$ cat config.mk
export PLATFORM = sky130hd
export DESIGN_NAME = controle_prioridade
export DESIGN_NICKNAME = d
export VERILOG_FILES = /design/src/rtl/controle_prioridade_pkg.sv /design/src/rtl/controle_prioridade_debouncer_botao.sv /design/src/rtl/controle_prioridade.sv
export SDC_FILE = /design/constraint.sdc
export NUM_CORES = 1
export LEC_CHECK = 0
export CAP_MARGIN = 0
export CORE_ASPECT_RATIO = 2
export CORE_MARGIN = 2
export CORE_UTILIZATION = 60
export DETAILED_ROUTE_END_ITERATION = 12
export PLACE_DENSITY = 0.9
export SYNTH_ARGS = -nofsm -noshare
export SYNTH_HDL_FRONTEND = slang
export SYNTH_SLANG_ARGS = --single-unit
$ cat constraint.sdc
create_clock -name clk -period 2.4 [get_ports clk]
set_clock_uncertainty 0.15 [all_clocks]
set_input_delay 0.48 -clock clk [delete_from_list [all_inputs] [get_ports clk]]
set_output_delay 0.48 -clock clk [all_outputs]
set_load 0.02 [all_outputs]
$ cat src/rtl/controle_prioridade_pkg.sv
// controle_prioridade_pkg: priority codes and mode state encoding shared by the selector front end
package controle_prioridade_pkg;
  localparam logic [1:0] P_OFF = 2'b00;
  localparam logic [1:0] P_A   = 2'b10;
  localparam logic [1:0] P_B   = 2'b01;
  localparam logic [1:0] P_AB  = 2'b11;
  // state encoding equals the P code so the output is the state register itself
  typedef enum logic [1:0] {
    S_OFF = P_OFF,
    S_A   = P_A,
    S_B   = P_B,
    S_AB  = P_AB
  } state_t;
  function automatic state_t next_mode(state_t s);
    return s == S_OFF ? S_A : s == S_A ? S_B : s == S_B ? S_AB : S_OFF;
  endfunction
endpackage

$ cat src/rtl/controle_prioridade_debouncer_botao.sv
// debouncer_botao: 2-flop synchroniser, stable-level debounce and one-cycle press pulse
module debouncer_botao #(
  parameter int DEB_CYCLES = 4,
  parameter int CNT_W      = 20
) (
  input  logic clk,
  input  logic reset,
  input  logic btn_i,
  output logic press_o
);
  localparam logic [CNT_W-1:0] CNT_LAST = CNT_W'(DEB_CYCLES - 1);
  logic [1:0]       sync_q;
  logic [CNT_W-1:0] cnt_q, cnt_d;
  logic             stable_q, stable_d, prev_q;
  logic             btn_s;
  assign btn_s = sync_q[1];
  // the level flips on the edge the run of differing samples would reach DEB_CYCLES
  always_comb begin
    cnt_d    = (btn_s == stable_q || cnt_q == CNT_LAST) ? '0 : cnt_q + 1'b1;
    stable_d = (btn_s != stable_q && cnt_q == CNT_LAST) ? btn_s : stable_q;
  end
  always_ff @(posedge clk or posedge reset) begin
    if (reset) begin
      sync_q   <= '0;
      cnt_q    <= '0;
      stable_q <= 1'b0;
      prev_q   <= 1'b0;
    end else begin
      sync_q   <= {sync_q[0], btn_i};
      cnt_q    <= cnt_d;
      stable_q <= stable_d;
      prev_q   <= stable_q;
    end
  end
  assign press_o = stable_q & ~prev_q;
endmodule

$ cat src/rtl/controle_prioridade.sv
// controle_prioridade: debounced mode/lock buttons driving the registered priority code P
module controle_prioridade
  import controle_prioridade_pkg::*;
#(
  parameter int DEB_CYCLES = 4,
  parameter int CNT_W      = 20
) (
  input  logic       clk,
  input  logic       reset,
  input  logic       BTN_MODE,
  input  logic       BTN_LOCK,
  output logic [1:0] P,
  output logic       LOCKED,
  output logic       P_CHG
);
  state_t state_q, state_d;
  logic   locked_q, locked_d, chg_q, chg_d;
  logic   mode_ev, lock_ev;
  debouncer_botao #(.DEB_CYCLES(DEB_CYCLES), .CNT_W(CNT_W)) u_mode (
    .clk(clk), .reset(reset), .btn_i(BTN_MODE), .press_o(mode_ev)
  );
  debouncer_botao #(.DEB_CYCLES(DEB_CYCLES), .CNT_W(CNT_W)) u_lock (
    .clk(clk), .reset(reset), .btn_i(BTN_LOCK), .press_o(lock_ev)
  );
  // mode decision sees the pre-toggle lock so simultaneous presses resolve deterministically
  always_comb begin
    chg_d    = mode_ev & ~locked_q;
    state_d  = chg_d ? next_mode(state_q) : state_q;
    locked_d = locked_q ^ lock_ev;
  end
  always_ff @(posedge clk or posedge reset) begin
    if (reset) begin
      state_q  <= S_OFF;
      locked_q <= 1'b0;
      chg_q    <= 1'b0;
    end else begin
      state_q  <= state_d;
      locked_q <= locked_d;
      chg_q    <= chg_d;
    end
  end
  assign P      = state_q;
  assign LOCKED = locked_q;
  assign P_CHG  = chg_q;
endmodule

==> reports/results.md, run 1 <==
| Step | Item | Reported |
|---|---|---|
| pwr | Sw Ratio | 0.3001 |
| grt | Number of antenna violations at the first check in global routing | 0 |
| grt | Number of global-route vias before repair | 1937 |
| routing | Initial DRT Pass Iterations | 5 |
| pwr | Part of the total power dissipated in sequential elements | 0.488 |
| timing | Upper clock frequency limit | 492.9 MHz |
| timing | Min Clock Period, post-route | 2029 ps |
| clock network | Cell chosen for the clock root | sky130_fd_sc_hd__clkbuf_8 |
| placed design | Placer congestion estimate | 0.9540 |
| pwr | Relative contribution of combinational cells to total power | 0.225 |
| timing | Transition at the pin with the smallest max-transition slack | 672.1 ps |
| yosys | Post-synth net total | 255 |
| layout | Proportion of layout cells with a drive suffix above 1 | 0.08077 |
| worst setup path | Endpoint of the worst-slack reg-to-reg timing path | u_lock.cnt_q[17]$_DFF_PP0_ |
| worst setup path | Count of buffering cells on the critical path with inverters included | 1 |
| yosys | Mean cell area of the mapped netlist | 9.974 sq um |
| routing | Post-DRT Antenna Nets | 0 |
| floorplan | Cell Rows | 33 |
| routing | DRC marker count from the first detailed-route iteration | 44 |
| clock network | Hold buffer count at cts | 0 |
| worst setup path | Slowest cell delay on critical path | 470 ps |
| routing | Detailed-route vias per instance | 6.074 |
| yosys | Proportion of synthesized chip area in sequential cells | 0.5282 |
| yosys | Count of distinct cell types in the synthesized netlist | 32 |
| clock network | Number of gates resized after CTS | 0 |
| hold path | Worst hold-check path type | reg -> reg |
| placed design | Placed cells | 304 |
| grt | Global-route wire length before repair | 8.604 mm |
| clock network | Clock tree from TritonCTS | done |
| floorplan | Width of the die | 49.31 um |
| timing | Remaining max-slew budget at the tightest pin | 0.5478 |
| layout | Layout filler cell count | 301 |
| floorplan | Full die area | 4666 sq um |
| pwr | Clock group share of total power | 0.286 |
| flow run | MaxCap Viol Count | 0 |
| placed design | Post-placement cell area | 2616 sq um |
| placed design | DP Wirelength | 3.273 mm |
| timing | Final hold violations | 0 |
| yosys | Warning count from the yosys run | 0 |
| timing | Ratio of final minimum period to clock period | 0.8453 |
| worst setup path | R2r worst-path depth | 5 |
| grt | Largest net degree at the start of global routing | 53 |
| layout | Count of placed standard cells in the final layout, fillers left out | 312 |
| floorplan | Initial core utilization | 0.6151 |
| worst setup path | Category of the critical setup timing path | reg -> reg |
| floorplan | Vertical die dimension | 94.62 um |
| clock network | Worst-skew pair later-pin latency | 300 ps |
| yosys | Post-synthesis instance area | 2464 sq um |
| placed design | PortBufs | 7 |
| layout | Final nets | 267 |
| worst setup path | R2R setup slack | 370 ps |
| hold path | Worst hold endpoint | u_mode.sync_q[1]$_DFF_PP0_ |
| pwr | PwrDens | 809.6 nW/um^2 |
| clock network | Post-CTS Setup Inserts | 0 |
| worst setup path | Worst path depth | 5 |
| yosys | Leading area contributor after synthesis | sky130_fd_sc_hd__dfrtp_1 |
| worst setup path | Required time at the endpoint of the critical path | 2410 ps |
| routing | Total number of vias | 1895 |
| yosys | Dominant synthesized flop cell | sky130_fd_sc_hd__dfrtp_1 |
| pwr | Switching power | 666.4 uW |
| routing | Post-Route WL | 4.848 mm |
| yosys | Proportion of netlist area held by the largest area contributor | 0.5282 |
| yosys | Number of synthesized flops with an enable pin | 0 |
| clock network | Max Buffers Root-to-Sink | 2 |
| run status | Outcome | finished clean |
| timing | Unrepaired setup endpoints after global routing | false |
| floorplan | Area of the placeable core | 4005 sq um |
| timing | Final number of setup-violating endpoints | 0 |
| clock network | Total number of H-tree levels | 2 |
| pwr | Worst vdd ir | 872.3 uV |
| clock network | Number of buffers created by CTS | 5 |
| pwr | Internal cell power | 1.554 mW |
| timing | Final Max Slew Viols | 0 |
| routing | Number of DRC violations after detailed routing | 0 |
| pwr | Static leakage | 1.109 nW |
| clock network | Number of clock sinks seen by CTS | 52 |
| layout | Most common cell after layout, fill and taps aside | sky130_fd_sc_hd__dfrtp_1 |
| floorplan | Count of pins on the block boundary | 8 |
| worst setup path | Critical-path top delay cell | sky130_fd_sc_hd__dfrtp_1 |
| layout | Highest-count cells in the layout ignoring fill and taps | sky130_fd_sc_hd__dfrtp_1, sky130_fd_sc_hd__nor2_1, sky130_fd_sc_hd__xnor2_1, sky130_fd_sc_hd__nand2_1, sky130_fd_sc_hd__nor4_1 |
| yosys | Top area cells in the synthesized netlist | sky130_fd_sc_hd__dfrtp_1, sky130_fd_sc_hd__xnor2_1, sky130_fd_sc_hd__nor2_1 |
| worst setup path | Crit path max-delay family | simple AND/OR/NAND/NOR gates |
| worst setup path | Critical Path End Type | flop |
| clock network | Clock-pin slew on the worst setup and hold paths | 90 ps |
| worst setup path | Arrival time reported for the critical path endpoint | 2040 ps |
| yosys | Fraction of registers with async set/reset | 1.000 |
| yosys | Synthesized flop and latch total | 52 |
| yosys | Synthesized instance count | 247 |
| layout | Area of all placed cells without fillers | 2743 sq um |
| hold path | Hold depth | 0 |
| hold path | Source of the worst hold timing path | u_mode.sync_q[0]$_DFF_PP0_ |
| timing | Total Negative Setup Slacks | 0 ps |
| worst setup path | Top fanout value on the critical path | 6 |
| grt | Overall global routing resource usage | 0.2379 |
| routing | Average wire per cell in the routed design | 15.54 um |
| layout | Antenna diodes | 0 |
| grt | Congestion Overflow GR | 0 |
| layout | Layout overhead on the synthesized area | 11.33% |
| worst setup path | Worst reg2reg startpoint | u_lock.cnt_q[3]$_DFF_PP0_ |
| worst setup path | Nature of the critical path startpoint | flop |
| worst setup path | Crit path cell chain | nand4_1 -> nor4_2 -> buf_4 -> nor2_1 -> a2111oi_0 |
[per-stage QoR]
step,power (mW),hold WS (ps),util,setup WS (ps)
final,2.221,203.8,0.6848,371.3
after global routing,2.352,207.5,0.6848,264.0
after CTS,2.243,206.3,0.6848,371.2
after detailed placement,1.599,185.8,0.6532,395.6
after global placement,1.563,181.2,0.6532,552.3
after floorplan,1.417,181.2,-,484.1
[power by group through the flow]
stage / logic (mW) / clock network [mW] / registers, mW
after floorplan: 0.316 / 0 / 1.10
after global placement: 0.474 / 0 / 1.09
after detailed placement: 0.501 / 0 / 1.10
after CTS: 0.506 / 0.654 / 1.08
after global routing: 0.566 / 0.683 / 1.10
final: 0.500 / 0.636 / 1.08
[worst max-delay path by stage]
stage	slack, ps	to	start
after floorplan	480	u_mode.cnt_q[10]$_DFF_PP0_	u_mode.cnt_q[0]$_DFF_PP0_
after global placement	550	u_mode.cnt_q[15]$_DFF_PP0_	u_mode.cnt_q[5]$_DFF_PP0_
after detailed placement	400	u_lock.cnt_q[17]$_DFF_PP0_	u_lock.cnt_q[3]$_DFF_PP0_
after CTS	370	u_lock.cnt_q[17]$_DFF_PP0_	u_lock.cnt_q[3]$_DFF_PP0_
after global routing	260	u_lock.cnt_q[17]$_DFF_PP0_	u_lock.cnt_q[3]$_DFF_PP0_
final	370	u_lock.cnt_q[17]$_DFF_PP0_	u_lock.cnt_q[3]$_DFF_PP0_
[routing by layer]
| layer | vias up | GRT usage | routed length, um |
|---|---|---|---|
| met5 | - | 0 | 0 |
| met4 | 0 | 0.1167 | 106 |
| met3 | 14 | 0.05380 | 152 |
| met2 | 47 | 0.3919 | 2488 |
| met1 | 940 | 0.2920 | 2101 |
| li1 | 894 | - | - |
[layout make-up]
cell class                      instances  area (sq um)  area share
Clock buffer                            7         96.34     0.03513
Clock inverter                          1         30.03     0.01095
Inverter                                8         30.03     0.01095
Multi-Input combinational cell        181          1107      0.4037
Sequential cell                        52          1301      0.4745
Tap cell                               52         65.06     0.02372
Timing Repair Buffer                   11         112.6     0.04106
[logic make-up (layout without fill, tap and decap cells)]
logic type | Yosys count | count (layout) | share of synthesized area
fa+ha+maj | 4 | 4 | 0.02032
buf+inv | 14 | 27 | 0.02235
compound gates | 22 | 22 | 0.05282
simple gates | 122 | 122 | 0.2570
flops | 52 | 52 | 0.5282
mux | 2 | 2 | 0.009141
xor+xnor | 31 | 31 | 0.1102
[flip-flops by register name, indices dropped and copies added (netlist names)]
name and cells:
P_CHG 1, u_mode.prev_q 1, u_mode.cnt_q 20, u_lock.stable_q 1
P 2, u_lock.prev_q 1, u_mode.sync_q 2, u_lock.cnt_q 20
LOCKED 1, u_mode.stable_q 1, u_lock.sync_q 2
[synthesized netlist by cell type (3+ instances only)]
| cell | number |
|---|---|
| sky130_fd_sc_hd__nand2_1 | 16 |
| sky130_fd_sc_hd__and4_1 | 3 |
| sky130_fd_sc_hd__clkbuf_1 | 4 |
| sky130_fd_sc_hd__nand4_1 | 10 |
| sky130_fd_sc_hd__xor2_1 | 8 |
| sky130_fd_sc_hd__ha_1 | 4 |
| sky130_fd_sc_hd__nor2_1 | 42 |
| sky130_fd_sc_hd__nand3_1 | 13 |
| sky130_fd_sc_hd__inv_1 | 8 |
| sky130_fd_sc_hd__o21ai_0 | 8 |
| sky130_fd_sc_hd__nor3_1 | 9 |
| sky130_fd_sc_hd__dfrtp_1 | 52 |
| sky130_fd_sc_hd__nor4_1 | 16 |
| sky130_fd_sc_hd__or3_1 | 3 |
| sky130_fd_sc_hd__a21oi_1 | 6 |
| sky130_fd_sc_hd__xnor2_1 | 23 |
[worst reg2reg max path, stage by stage, from the launching register on]
cell and delay (ps):
sky130_fd_sc_hd__dfrtp_1 470, sky130_fd_sc_hd__nand4_1 320, sky130_fd_sc_hd__nor4_2 310, sky130_fd_sc_hd__buf_4 180, sky130_fd_sc_hd__nor2_1 40, sky130_fd_sc_hd__a2111oi_0 430
Note: power is estimated with default switching activity, not from simulation.
==> run 2: changes to the inputs <==
--- a/config.mk
+++ b/config.mk
@@ -8,9 +8,9 @@
 export CAP_MARGIN = 0
 export CORE_ASPECT_RATIO = 2
 export CORE_MARGIN = 2
-export CORE_UTILIZATION = 60
+export CORE_UTILIZATION = 54
 export DETAILED_ROUTE_END_ITERATION = 12
-export PLACE_DENSITY = 0.9
+export PLACE_DENSITY = 0.86
 export SYNTH_ARGS = -nofsm -noshare
 export SYNTH_HDL_FRONTEND = slang
 export SYNTH_SLANG_ARGS = --single-unit
==> constraint.sdc (replaced) <==
create_clock -name clk -period 1.83 [get_ports clk]
set_clock_uncertainty 0.15 [all_clocks]
set_input_delay 0.366 -clock clk [delete_from_list [all_inputs] [get_ports clk]]
set_output_delay 0.366 -clock clk [all_outputs]
set_load 0.02 [all_outputs]
==> reports/results.md, run 2 (synthesis results as in run 1) <==
| Step | Item | Reported |
|---|---|---|
| timing | Final Max Slew Viols | 0 |
| placed design | Post-placement worst setup slack | -7.741 ps |
| layout | Proportion of layout cells with a drive suffix above 1 | 0.2363 |
| floorplan | Area of the placeable core | 4382 sq um |
| timing | Worst-case setup margin in the final layout | -42.20 ps |
| pwr | Worst vdd ir | 748.8 uV |
| worst setup path | Worst reg2reg startpoint | u_mode.cnt_q[12]$_DFF_PP0_ |
| timing | Min Clock Period, post-route | 1872 ps |
| clock network | Clock-pin slew on the worst setup and hold paths | 100 ps |
| grt | Congestion Overflow GR | 0 |
| placed design | Post-placement cell area | 2854 sq um |
| clock network | Number of buffers created by CTS | 5 |
| routing | Post-DRT Antenna Nets | 0 |
| floorplan | Count of pins on the block boundary | 8 |
| worst setup path | Arrival time reported for the critical path endpoint | 1960 ps |
| layout | Count of placed standard cells in the final layout, fillers left out | 346 |
| grt | Global-route wire length before repair | 9.356 mm |
| worst setup path | Category of the critical setup timing path | reg -> reg |
| clock network | Number of clock sinks seen by CTS | 52 |
| routing | Detailed-route vias per instance | 5.913 |
| clock network | Total number of H-tree levels | 2 |
| clock network | Clock tree from TritonCTS | done |
| grt | Number of global-route vias before repair | 2133 |
| grt | Number of antenna violations at the first check in global routing | 0 |
| placed design | PortBufs | 7 |
| clock network | Max Buffers Root-to-Sink | 2 |
| worst setup path | Crit. Startpoint | u_mode.cnt_q[12]$_DFF_PP0_ |
| run status | Outcome | finished with violations |
| pwr | Static leakage | 1.286 nW |
| timing | Remaining max-slew budget at the tightest pin | 0.6337 |
| layout | Layout overhead on the synthesized area | 24.07% |
| layout | Final nets | 299 |
| worst setup path | Top fanout value on the critical path | 5 |
| worst setup path | Nature of the critical path startpoint | flop |
| routing | Post-Route WL | 5.698 mm |
| floorplan | Vertical die dimension | 99.52 um |
| clock network | Worst-skew pair later-pin latency | 310 ps |
| grt | Overall global routing resource usage | 0.2425 |
| placed design | Placed cells | 333 |
| worst setup path | Required time at the endpoint of the critical path | 1920 ps |
| grt | Largest net degree at the start of global routing | 19 |
| worst setup path | Critical Path End Type | flop |
| timing | Ratio of final minimum period to clock period | 1.023 |
| floorplan | Initial core utilization | 0.5623 |
| layout | Area of all placed cells without fillers | 3057 sq um |
| run status | Violations in the final reports | negative setup slack |
| layout | Antenna diodes | 0 |
| placed design | DP Wirelength | 4.216 mm |
| routing | Average wire per cell in the routed design | 16.47 um |
| routing | Total number of vias | 2046 |
| clock network | Cell chosen for the clock root | sky130_fd_sc_hd__clkbuf_8 |
| routing | Initial DRT Pass Iterations | 4 |
| pwr | PwrDens | 942.5 nW/um^2 |
| timing | Transition at the pin with the smallest max-transition slack | 544.4 ps |
| hold path | Worst hold-check path type | in -> async |
| layout | Highest-count cells in the layout ignoring fill and taps | sky130_fd_sc_hd__dfrtp_1, sky130_fd_sc_hd__nor2_1, sky130_fd_sc_hd__buf_4, sky130_fd_sc_hd__xnor2_1, sky130_fd_sc_hd__nand2_1 |
| routing | DRC marker count from the first detailed-route iteration | 51 |
| floorplan | Cell Rows | 34 |
| timing | Final number of setup-violating endpoints | 2 |
| floorplan | Full die area | 5151 sq um |
| layout | Layout filler cell count | 308 |
| timing | Final hold violations | 0 |
| placed design | Placer congestion estimate | 0.9074 |
| timing | Unrepaired setup endpoints after global routing | true |
| layout | Most common cell after layout, fill and taps aside | sky130_fd_sc_hd__dfrtp_1 |
| floorplan | Width of the die | 51.76 um |
| flow run | MaxCap Viol Count | 0 |
| routing | Number of DRC violations after detailed routing | 0 |
| timing | Upper clock frequency limit | 534.1 MHz |
| layout | Largest registers | u_lock.cnt_q: 20 flops, u_mode.cnt_q: 20 flops |
run 2: cell types whose count changed in the layout (fill, tap and decap cells not counted), moves of 3 or more:
| cell | previous run | this run |
|---|---|---|
| sky130_fd_sc_hd__nor4_2 | 1 | 5 |
| sky130_fd_sc_hd__dfrtp_1 | 52 | 48 |
| sky130_fd_sc_hd__clkdlybuf4s50_1 | 7 | 4 |
| sky130_fd_sc_hd__nor4_1 | 16 | 12 |
| sky130_fd_sc_hd__dfrtp_2 | 0 | 4 |
| sky130_fd_sc_hd__buf_4 | 3 | 33 |
run 2: repair_timing:
action / in CTS / in global routing
buffers inserted: 2 / 3
hold buffers: 0 / 0
pin swaps: 1 / 5
endpoints found under the hold margin: 0 / 0
resized for setup: 4 / 16
setup endpoints to repair: 26 / 40
run 2: final cells by class:
cell class	count	area, sq um	share of cell area
Clock buffer	5	68.82	0.02251
Timing Repair Buffer	43	377.9	0.1236
Multi-Input combinational cell	181	1187	0.3885
Sequential cell	52	1306	0.4273
Tap cell	54	67.56	0.02210
Clock inverter	3	18.77	0.006140
Inverter	8	30.03	0.009824
run 2: layer usage:
metal  vias up  track usage  share of wire
met1       997       0.2154           0.33
met5         -            0              0
met4         0       0.1680          0.065
li1        960            -              -
met2        57       0.4546           0.58
met3        32      0.04805          0.025
run 2: stage by stage:
step,setup TNS [ps],hold WS [ps],power (mW),util
global placement,0,182.6,2.179,0.6513
floorplan,0,181.2,1.872,-
CTS,0,157.7,2.868,0.6759
detailed placement,-9.712,188.7,2.228,0.6513
finish,-53.75,155.0,2.881,0.6976
global route,-59.99,178.4,3.051,0.6976
run 2: path summary, 6_finish.rpt:
check | end | cells past startpoint | slack (ps)
worst min register to register | u_lock.sync_q[1]$_DFF_PP0_ | 0 | 210
worst min-delay path | u_mode.cnt_q[10]$_DFF_PP0_ | 2 | 160
min in group clk | u_lock.sync_q[1]$_DFF_PP0_ | 0 | 210
max in group asynchronous | u_lock.cnt_q[7]$_DFF_PP0_ | 3 | 940
worst max register to register | u_mode.cnt_q[17]$_DFF_PP0_ | 4 | -40
worst max-delay path | u_mode.cnt_q[17]$_DFF_PP0_ | 4 | -40
run 2: critical path: stages, from the launching register on:
cell and delay, ps:
sky130_fd_sc_hd__dfrtp_1 440, sky130_fd_sc_hd__nand4_2 140, sky130_fd_sc_hd__or4_4 570, sky130_fd_sc_hd__or3_1 350, sky130_fd_sc_hd__a21oi_2 150
run 2: report_power, final:
| part | total [mW] | switching [mW] | internal [mW] |
|---|---|---|---|
| logic | 0.809 | 0.451 | 0.358 |
| registers | 1.42 | 0.133 | 1.29 |
| clock network | 0.649 | 0.382 | 0.267 |
